**src/rtl/addsub_iter.sv**
```systemverilog
// Multi-cycle ADD/SUB/SLT/SLTU unit: CHUNK bits per RUN cycle through a registered carry,
// with valid/ready handshakes on the operand and result sides.
module addsub_iter #(
  parameter int WIDTH = 32,
  parameter int CHUNK = 16
) (
  input  logic             clk,
  input  logic             rst_n,
  input  logic             in_valid,
  output logic             in_ready,
  input  logic [1:0]       in_op,
  input  logic [WIDTH-1:0] in_a,
  input  logic [WIDTH-1:0] in_b,
  output logic             out_valid,
  input  logic             out_ready,
  output logic [WIDTH-1:0] out_result,
  output logic             out_carry,
  output logic             out_overflow,
  output logic             out_zero
);

  localparam int NCHUNK = WIDTH / CHUNK;
  localparam int IDX_W  = (NCHUNK > 1) ? $clog2(NCHUNK) : 1;

  generate
    if (WIDTH % CHUNK != 0) begin : g_bad_chunk
      $error("addsub_iter: WIDTH must be a multiple of CHUNK");
    end
  endgenerate

  typedef enum logic [1:0] {S_IDLE, S_RUN, S_DONE} state_e;
  typedef enum logic [1:0] {OP_ADD = 2'b00, OP_SUB = 2'b01, OP_SLT = 2'b10, OP_SLTU = 2'b11} op_e;

  state_e             state_q;
  op_e                op_q;
  logic [WIDTH-1:0]   a_q, b_q, result_q;
  logic [IDX_W-1:0]   idx_q;
  logic               carry_q;
  logic               out_valid_q, out_carry_q, out_overflow_q, out_zero_q;

  logic [CHUNK-1:0]   a_s, b_s, bp_s, sum_s;
  logic               cout, cin_msb, ovf, last_chunk;
  logic [WIDTH-1:0]   sum_full, final_res;

  // Operands shift right each RUN cycle so the active chunk is always the low slice,
  // while sum slices enter the result from the top; after NCHUNK cycles it is aligned.
  // NOTE: every always_comb output is assigned a default first so no latch is inferred.
  always_comb begin
    a_s      = a_q[CHUNK-1:0];
    b_s      = b_q[CHUNK-1:0];
    bp_s     = (op_q == OP_ADD) ? b_s : ~b_s;
    {cout, sum_s} = {1'b0, a_s} + {1'b0, bp_s} + (CHUNK+1)'(carry_q);
    cin_msb  = a_s[CHUNK-1] ^ bp_s[CHUNK-1] ^ sum_s[CHUNK-1];
    ovf      = cin_msb ^ cout;
    sum_full = result_q >> CHUNK;
    sum_full[WIDTH-1 -: CHUNK] = sum_s;
    case (op_q)
      OP_SLT:  final_res = {{(WIDTH-1){1'b0}}, sum_full[WIDTH-1] ^ ovf};
      OP_SLTU: final_res = {{(WIDTH-1){1'b0}}, ~cout};
      default: final_res = sum_full;
    endcase
  end

  assign last_chunk = (idx_q == IDX_W'(NCHUNK - 1));
  assign in_ready   = (state_q == S_IDLE) && rst_n;

  // NOTE: sequential state uses non-blocking assignments only; the data registers are
  // reset as well so no output can show X after reset and no partial result survives it.
  always_ff @(posedge clk or negedge rst_n) begin
    if (!rst_n) begin
      state_q        <= S_IDLE;
      op_q           <= OP_ADD;
      a_q            <= '0;
      b_q            <= '0;
      result_q       <= '0;
      idx_q          <= '0;
      carry_q        <= 1'b0;
      out_valid_q    <= 1'b0;
      out_carry_q    <= 1'b0;
      out_overflow_q <= 1'b0;
      out_zero_q     <= 1'b0;
    end else begin
      case (state_q)
        S_IDLE: begin
          if (in_valid) begin
            a_q     <= in_a;
            b_q     <= in_b;
            op_q    <= op_e'(in_op);
            carry_q <= (in_op != 2'b00);
            idx_q   <= '0;
            state_q <= S_RUN;
          end
        end
        S_RUN: begin
          a_q     <= a_q >> CHUNK;
          b_q     <= b_q >> CHUNK;
          carry_q <= cout;
          idx_q   <= idx_q + IDX_W'(1);
          if (last_chunk) begin
            result_q       <= final_res;
            out_carry_q    <= cout;
            out_overflow_q <= ovf;
            out_zero_q     <= (final_res == '0);
            out_valid_q    <= 1'b1;
            state_q        <= S_DONE;
          end else begin
            result_q <= sum_full;
          end
        end
        S_DONE: begin
          if (out_ready) begin
            out_valid_q <= 1'b0;
            state_q     <= S_IDLE;
          end
        end
        default: state_q <= S_IDLE;
      endcase
    end
  end

  assign out_valid    = out_valid_q;
  assign out_result   = result_q;
  assign out_carry    = out_carry_q;
  assign out_overflow = out_overflow_q;
  assign out_zero     = out_zero_q;

endmodule

```
**config.mk**
```make
export PLATFORM = sky130hd
export DESIGN_NAME = addsub_iter
export DESIGN_NICKNAME = d
export VERILOG_FILES = /design/src/rtl/addsub_iter.sv
export SDC_FILE = /design/constraint.sdc
export NUM_CORES = 1
export LEC_CHECK = 0
export ABC_AREA = 1
export BUFFER_PORTS_ARGS = -buffer_cell sky130_fd_sc_hd__clkbuf_2
export CAP_MARGIN = 15
export CORE_MARGIN = 10
export CORE_UTILIZATION = 56
export CTS_BUF_LIST = sky130_fd_sc_hd__clkbuf_8 sky130_fd_sc_hd__clkbuf_16
export CTS_CLUSTER_SIZE = 24
export DETAILED_ROUTE_END_ITERATION = 16
export HOLD_SLACK_MARGIN = 0.02
export PLACE_DENSITY = 0.81
export SLEW_MARGIN = 25
export SYNTH_ARGS = -nofsm -noshare
export SYNTH_HDL_FRONTEND = slang
export SYNTH_SLANG_ARGS = --single-unit
```
**constraint.sdc**
```tcl
create_clock -name clk -period 3.9 [get_ports clk]
set_input_delay 0.195 -clock clk [delete_from_list [all_inputs] [get_ports clk]]
set_output_delay 0.195 -clock clk [all_outputs]
set_load 0.03 [all_outputs]
```
# --- Yosys cells after proc, flatten, opt, wreduce, memory -nomap -nowiden ---
# Cells that the tools add are included.
totals:
  ff_bits: 106
  output_inout_bits: 37
  wordCells: 57
  input_bits: 70
classes:
  n_eq_ne: 7
  n_addsub: 3
  bitwise: 6
  mux: 18
  reduce_logical: 12
ops:
  columns: ["cell", "count"]
  rows:
  - ["case mux 32 bit (2 select lines)", 3]
  - ["2-to-1 mux 32 bit", 3]
  - ["logical NOT 32 bit", 1]
  - ["adder 16 x 16 -> 17 bit", 1]
  - ["adder 17 x 1 -> 17 bit", 1]
  - ["2-to-1 mux 16 bit", 1]
  - ["inverter 16 bit", 1]
  - ["== test 2 bit (second input constant)", 3]
  - ["2-to-1 mux 2 bit", 3]
  - ["!= test 2 bit (second input constant)", 3]
  - ["case mux 1 bit (2 select lines)", 3]
  - ["case mux 2 bit (3 select lines)", 1]
  - ["AND reduction 2 bit", 3]
  - ["AND reduction 3 bit", 2]
  - ["nonzero test 2 bit", 3]
  - ["logical NOT 2 bit", 2]
  - ["2-to-1 mux 1 bit", 4]
  - ["XOR 1 bit", 4]
  - ["== test 2 x 1 -> 1 bit (second input constant)", 1]
  - ["adder 1 bit (second input constant)", 1]
  - ["logical AND 1 bit", 1]
  - ["inverter 1 bit", 1]

# --- Depth between registers and ports, before layout ---
# Gate-level depths: netlist (run 1).
depth:
  depth_word: 9
  mapped_depth: 19
  ltp_nobuf: 19

# --- Worst setup path after synthesis (run 1) ---
# Ideal clock, no wire load.
synth_path:
  path_type: "reg2reg"
  from: "reg op_q[1]"
  to: "reg out_zero_q (netlist: out_zero)"
  setup_time_ps: 65
  required_time_ps: 3835
  n_path_buf: 0
  path_stages_with_launch: 17
  path_slack_ps: 1188
  t_arrival_ps: 2647
  cell_sequence: "dfrtp_1 nor2_1 xor2_1 fa_1 inv_1 fa_1 nor2_1 nand3_1 nor2_1 nand3_2 nor2_1 nand3_1 nor2_2 nand3_1 nand2_1 nand2_1 nand2_1"
synth_between:
  elab_chain_cells: 9
  word_cells_on_any_way: 13
synth_lines:
  columns: ["item", "line", "source"]
  rows:
  - ["start, declared", "35", "op_e op_q;"]
  - ["start signal, assigned", "88", "op_q <= op_e'(in_op);"]
  - ["logical NOT 2 bit", "51", "bp_s = (op_q == OP_ADD) ? b_s : ~b_s;"]
  - ["2-to-1 mux 16 bit", "51", null]
  - ["adder 16 x 16 -> 17 bit", "52", "{cout, sum_s} = {1'b0, a_s} + {1'b0, bp_s} + (CHUNK+1)'(carry_q);"]
  - ["adder 17 x 1 -> 17 bit", "52", null]
  - ["XOR 1 bit", "53", "cin_msb = a_s[CHUNK-1] ^ bp_s[CHUNK-1] ^ sum_s[CHUNK-1];"]
  - ["XOR 1 bit", "54", "ovf = cin_msb ^ cout;"]
  - ["XOR 1 bit", "58", "OP_SLT: final_res = {{(WIDTH-1){1'b0}}, sum_full[WIDTH-1] ^ ovf};"]
  - ["case mux 32 bit (2 select lines) (*)", "57", "case (op_q)"]
  - ["logical NOT 32 bit (*)", "103", "out_zero_q <= (final_res == '0);"]
  - ["end signal, assigned", "103", null]
  - ["end, declared", "39", "logic out_valid_q, out_carry_q, out_overflow_q, out_zero_q;"]
# Every way passes the cells marked *; elsewhere a longest branch is shown, timed or not.
# A chain may end at the register's enable or synchronous reset.

# --- Final worst setup path (run 1) ---
# Ends and elaborated chain as after synthesis.

==> results of run 1 <==
-- registers in the layout, summed over array words and instances, names as in the netlist, 2 cells and up --
register    cells
b_q            32
a_q            32
op_q            2
out_result     32
state_q         2
-- worst max-delay path by stage --
stage	start	end	slack, ns	cells past startpoint
6_report	op_q[1]	out_zero	1.00	17
5_1_grt	op_q[1]	out_zero	0.70	17
4_1_cts	op_q[1]	out_zero	0.99	17
3_5_place_dp	op_q[1]	out_zero	1.04	17
3_3_place_gp	op_q[1]	out_zero	1.12	17
2_1_floorplan	op_q[1]	out_zero	1.19	16
-- layout by cell type, fill, tap and decap left out, drive strengths merged --
master / synthesis / final
nand2: 175 / 175
clkbuf: 12 / 117
inv: 115 / 115
dfrtp: 106 / 106
o21ai: 59 / 59
nor3: 37 / 37
nor2: 32 / 32
nand3: 31 / 31
a21oi: 26 / 26
xor2: 17 / 17
a221oi: 16 / 16
o21a: 16 / 16
ha: 15 / 15
dlygate4sd3: 0 / 14
o22ai: 7 / 7
buf: 13 / 6
nand4: 4 / 4
a22o: 2 / 2
nor4: 2 / 2
fa: 2 / 2
bufinv: 0 / 2
clkinv: 1 / 2
nor3b: 1 / 1
o21bai: 1 / 1
and2: 1 / 1
nand3b: 1 / 1
o2111ai: 1 / 1
clkinvlp: 0 / 1
-- logic make-up (layout without fill, tap and decap cells) --
group / after synthesis / in the layout / share of synthesized area
flip-flops: 106 / 106 / 0.4729
AO/OA/AOI/OAI: 128 / 128 / 0.1381
buffers and inverters: 141 / 257 / 0.09659
XOR/XNOR: 17 / 17 / 0.02654
adder cells (fa/ha/maj): 17 / 17 / 0.04060
AND/OR/NAND/NOR: 284 / 284 / 0.2253
-- cell type report --
cell class,instances,area [sq um],area share
repair buffers,125,710.7,0.1074
clock inverters,4,72.57,0.01097
flip-flops and latches,106,2653,0.4008
clock buffers,12,165.2,0.02496
multi-input cells,446,2415,0.3649
well taps,133,166.4,0.02515
inverters,116,435.4,0.06580
-- worst max-delay path: stages (launching register included) --
cell	delay (ns)
dfrtp_1	0.42
nor2_1	0.11
buf_4	0.28
xor2_1	0.14
fa_1	0.37
inv_1	0.11
fa_1	0.44
nor2_1	0.12
nand3_1	0.08
nor2_1	0.14
nand3_2	0.08
nor2_1	0.12
nand3_1	0.11
nor2_2	0.09
nand3_1	0.07
nand2_1	0.06
nand2_1	0.05
nand2_1	0.06
-- stage by stage --
stage,worst slack [ns],utilization,cells,area (sq um)
floorplan,1.188,-,693,5609
global placement,1.117,0.6384,912,6240
detailed placement,1.038,0.6384,912,6240
CTS,0.9934,0.6770,942,6618
global route,0.7002,0.6770,942,6618
finish,1.000,0.6770,942,6618
-- what timing repair did --
action | CTS | global route
hold buffers | 14 | 0
setup buffers | 0 | 0
endpoints found under the hold margin | 49 | 0
-- routing by layer --
metal  GRT usage  vias to the layer above
li1            -                     2457
met1      0.2601                     2376
met2      0.3411                      134
met4     0.05354                        0
met3     0.05626                       16
met5           0                        -
==> flow_summary.ini, run 1 <==
[run_status]
status = finished clean

[finish]
syn_to_final_growth_pct = 17.98
finish.net_count = 891
drive_above_1_share = 0.1953
diodes = 0
fill_cells = 807

[worst_setup_path]
ff2ff_path_depth = 17
cp_data_required_time_ns = 4.22
critPathArrivalTime_ns = 3.22
path_class = reg -> reg
r2r-end = out_zero
r2r-start = op_q[1]
cp_max_fo = 16
cp-end-kind = flip-flop
crit_path_start_kind = flip-flop
reg2reg_slack_ns = 1.00

[floorplanning]
pin_count = 107
die-area_sq_um = 14420
rows = 36
chipHeight_microns = 120.1
core_sq_um = 9774
die_x_microns = 120.1
start_util = 0.5739

[drt]
met3_length_microns = 910
top_layer = met4
dr.pass1.iters = 5
num_vias = 4983
wl_met1_microns = 6320
ant_nets = 0
avgViaCountPerCell = 5.290
wirelength_microns = 14280
dr_wl_met2_microns = 6897
dr.first_iter.drc_count = 302
wl_per_cell_microns = 15.16
drc = 0

[synth]
synth_area_leader_cell = dfrtp_1
synth_cell_types = 35
ys_ff_latch = 106
async_reset_ff_frac = 1.000
ys_seq_area_frac = 0.4729
avgSynthCellArea_sq_um = 8.094
synthCells = 693
synth_common_cells = nand2_1 (161), inv_1 (111), dfrtp_1 (106), o21ai_0 (52), nor3_1 (36)
ys.flop_type = dfrtp_1
synth_area_leaders = dfrtp_1 (47%), nand2_1 (11%), inv_1 (7.4%)
syn_nets = 780
yosys_warnings = 0
synth.most_common_cell = nand2_1
synth_edf_count = 0
synthDominantCellAreaShare = 0.4729
synth_area_sq_um = 5609

[global_routing]
grt.total_usage = 0.2058
grt-ovfl-total = 0
grt_max_degree = 71
grt_pass1_wl_microns = 24450
grt_pass1_vias = 5040
antenna_found_initial = 0

[clocking]
ctsResizeCount = 0
clockBufferDepth = 2
cts_buffers = 9
clk_latency_ns = 0.38
numClockSinks = 106
cts_tree = built
cts_root_buffer = clkbuf_8
clk_pin_slew_ns = 0.10
cts_max_level = 3

[sta]
fin_crit_sh = 0.7435
maxSlewViolCount = 0
fmax_ghz = 0.3449
relSlewSlack = 0.4380
finalSetupViolCount = 0
hold_ws_ns = 0.02640
min_period_ns = 2.900
clock-skew-final_ns = 0.01139
worst_pin_slew_ns = 0.8429
hold_viol = 0
grt_setup_unrepaired = false
totalNegativeSetupSlack_ns = 0

[place]
hpwlAfterDp_microns = 11020
globalplace.congestion = 0.8603
portBuffers = 106

[min_path]
whs_path_depth = 3
min_path_type = in -> reg
holdPathEnd = a_q[30]
hp-start = in_a[30]

[job]
drv_cap = 0
Power of run 1 is left out: the tool's default activity adds up to more than one toggle a clock period on the data nets, which glitch-free logic cannot reach.
==> run 2: changes to the inputs <==
==> constraint.sdc (replaced) <==
create_clock -name clk -period 3 [get_ports clk]
set_input_delay 0.15 -clock clk [delete_from_list [all_inputs] [get_ports clk]]
set_output_delay 0.15 -clock clk [all_outputs]
set_load 0.03 [all_outputs]
==> flow_summary.ini, run 2 (synthesis results as in run 1) <==
[place]
post-place-ws_ns = 0.3164
globalplace.congestion = 0.9243
hpwlAfterDp_microns = 11160
portBuffers = 106
dp.cells = 915

[finish]
syn_to_final_growth_pct = 21.68
drive_above_1_share = 0.1930
fin_cells = 967
fin_util = 0.6983
final_common_cell = nand2_1
finish.net_count = 916
fill_cells = 849
diodes = 0
final_cell_mix = nand2_1 (161), inv_1 (111), dfrtp_1 (106)

[sta]
worst_pin_slew_ns = 0.8037
min_period_ns = 2.749
finalSetupViolCount = 0
fin_crit_sh = 0.9165
hold_viol = 0
fmax_ghz = 0.3637
grt_setup_unrepaired = false
totalNegativeSetupSlack_ns = 0
maxSlewViolCount = 0
relSlewSlack = 0.4634
clock-skew-final_ns = 0.01318
setup_ws_ns = 0.2506

[run_status]
status = finished clean

[job]
drv_cap = 0

[drt]
dr.pass1.iters = 6
wl_per_cell_microns = 15.50
avgViaCountPerCell = 5.248
drc = 0
wirelength_microns = 14990
num_vias = 5075
ant_nets = 0
dr.first_iter.drc_count = 371

[worst_setup_path]
crit_path_start_kind = flip-flop
crit_buf_inv = 1
critPathArrivalTime_ns = 3.09
cp_max_fo = 15
path_class = reg -> reg
path_cells = nor2_1 > buf_4 > xor2_1 > ha_1 > nand2_1 > nor2_1 > nand3_1 > nand3_1 > nand2_1 > nand2_1 > nand3_1 > nor2_2 > nand3_1 > nand2_1 > nand2_1 > nand2_1
slowest_stage = dfrtp_1
path_common_cell = nand2_1
critPathMaxStageDelay_ns = 0.42
cp-end-kind = flip-flop
cp_data_required_time_ns = 3.34
cp_top_family = simple AND/OR/NAND/NOR gates

[clocking]
cts_root_buffer = clkbuf_8
cts_max_level = 3
ctsResizeCount = 0
cts_buffers = 9
clk_latency_ns = 0.39
clk_pin_slew_ns = 0.11
clockBufferDepth = 2
cts_tree = built
numClockSinks = 106
post_cts_buffers = 0

[floorplanning]
chipHeight_microns = 120.1
pin_count = 107
rows = 36
core_sq_um = 9774
die-area_sq_um = 14420
start_util = 0.5739
die_x_microns = 120.1

[global_routing]
grt_max_degree = 66
grt-ovfl-total = 0
grt.total_usage = 0.2130
antenna_found_initial = 0
grt_pass1_vias = 5182
grt_pass1_wl_microns = 25190

[min_path]
min_path_type = in -> reg
==> run 2: worst paths after layout <==
kind	from	end	slack, ns	depth (start not counted)
setup / recovery	op_q[1]	out_zero	0.25	16
hold / removal	in_a[0]	a_q[0]	0.12	3
setup reg to reg	op_q[1]	out_zero	0.25	16
hold reg to reg	out_result[9]	out_result[9]	0.49	2
max in group asynchronous	rst_n	b_q[9]	1.53	3
min in group asynchronous	rst_n	out_zero	0.27	2
==> run 2: repair_timing <==
| action | 4_1_cts | 5_1_grt |
|---|---|---|
| endpoints found under the setup margin | 0 | 0 |
| hold endpoints to repair | 77 | 0 |
| hold buffers | 36 | 0 |
==> run 2: stage by stage <==
stage	instance area, sq um	hold slack (ns)
after floorplan	5609	-0.1456
after global placement	6262	0.1535
after detailed placement	6262	0.1661
after CTS	6825	0.1054
after global routing	6825	0.1308
final	6825	0.1216
==> run 2: routing by layer <==
metal  vias to the layer above  global-route usage  wire [microns]
met5                         -                   0               0
met1                      2373              0.2625            6416
met4                         0             0.09125             429
li1                       2494                   -               -
met3                        34             0.04876             955
met2                       174              0.3518            7190
==> run 2: worst register-to-register path, stage by stage, from the launching register on <==
cell and delay [ns]:
dfrtp_1 0.42, nor2_1 0.20, buf_4 0.31, xor2_1 0.12, ha_1 0.39, nand2_1 0.15, nor2_1 0.21, nand3_1 0.17
nand3_1 0.11, nand2_1 0.05, nand2_1 0.14, nand3_1 0.12, nor2_2 0.09, nand3_1 0.07, nand2_1 0.06, nand2_1 0.05
nand2_1 0.05
==> run 2: final cells by class <==
cell class,instances,area (sq um),area share
multi-input cells,446,2415,0.3538
well taps,133,166.4,0.02438
flip-flops and latches,106,2653,0.3886
clock buffers,9,123.9,0.01815
repair buffers,150,953.4,0.1397
clock inverters,7,78.83,0.01155
inverters,116,435.4,0.06379
Power of run 2 is left out for the same reason.
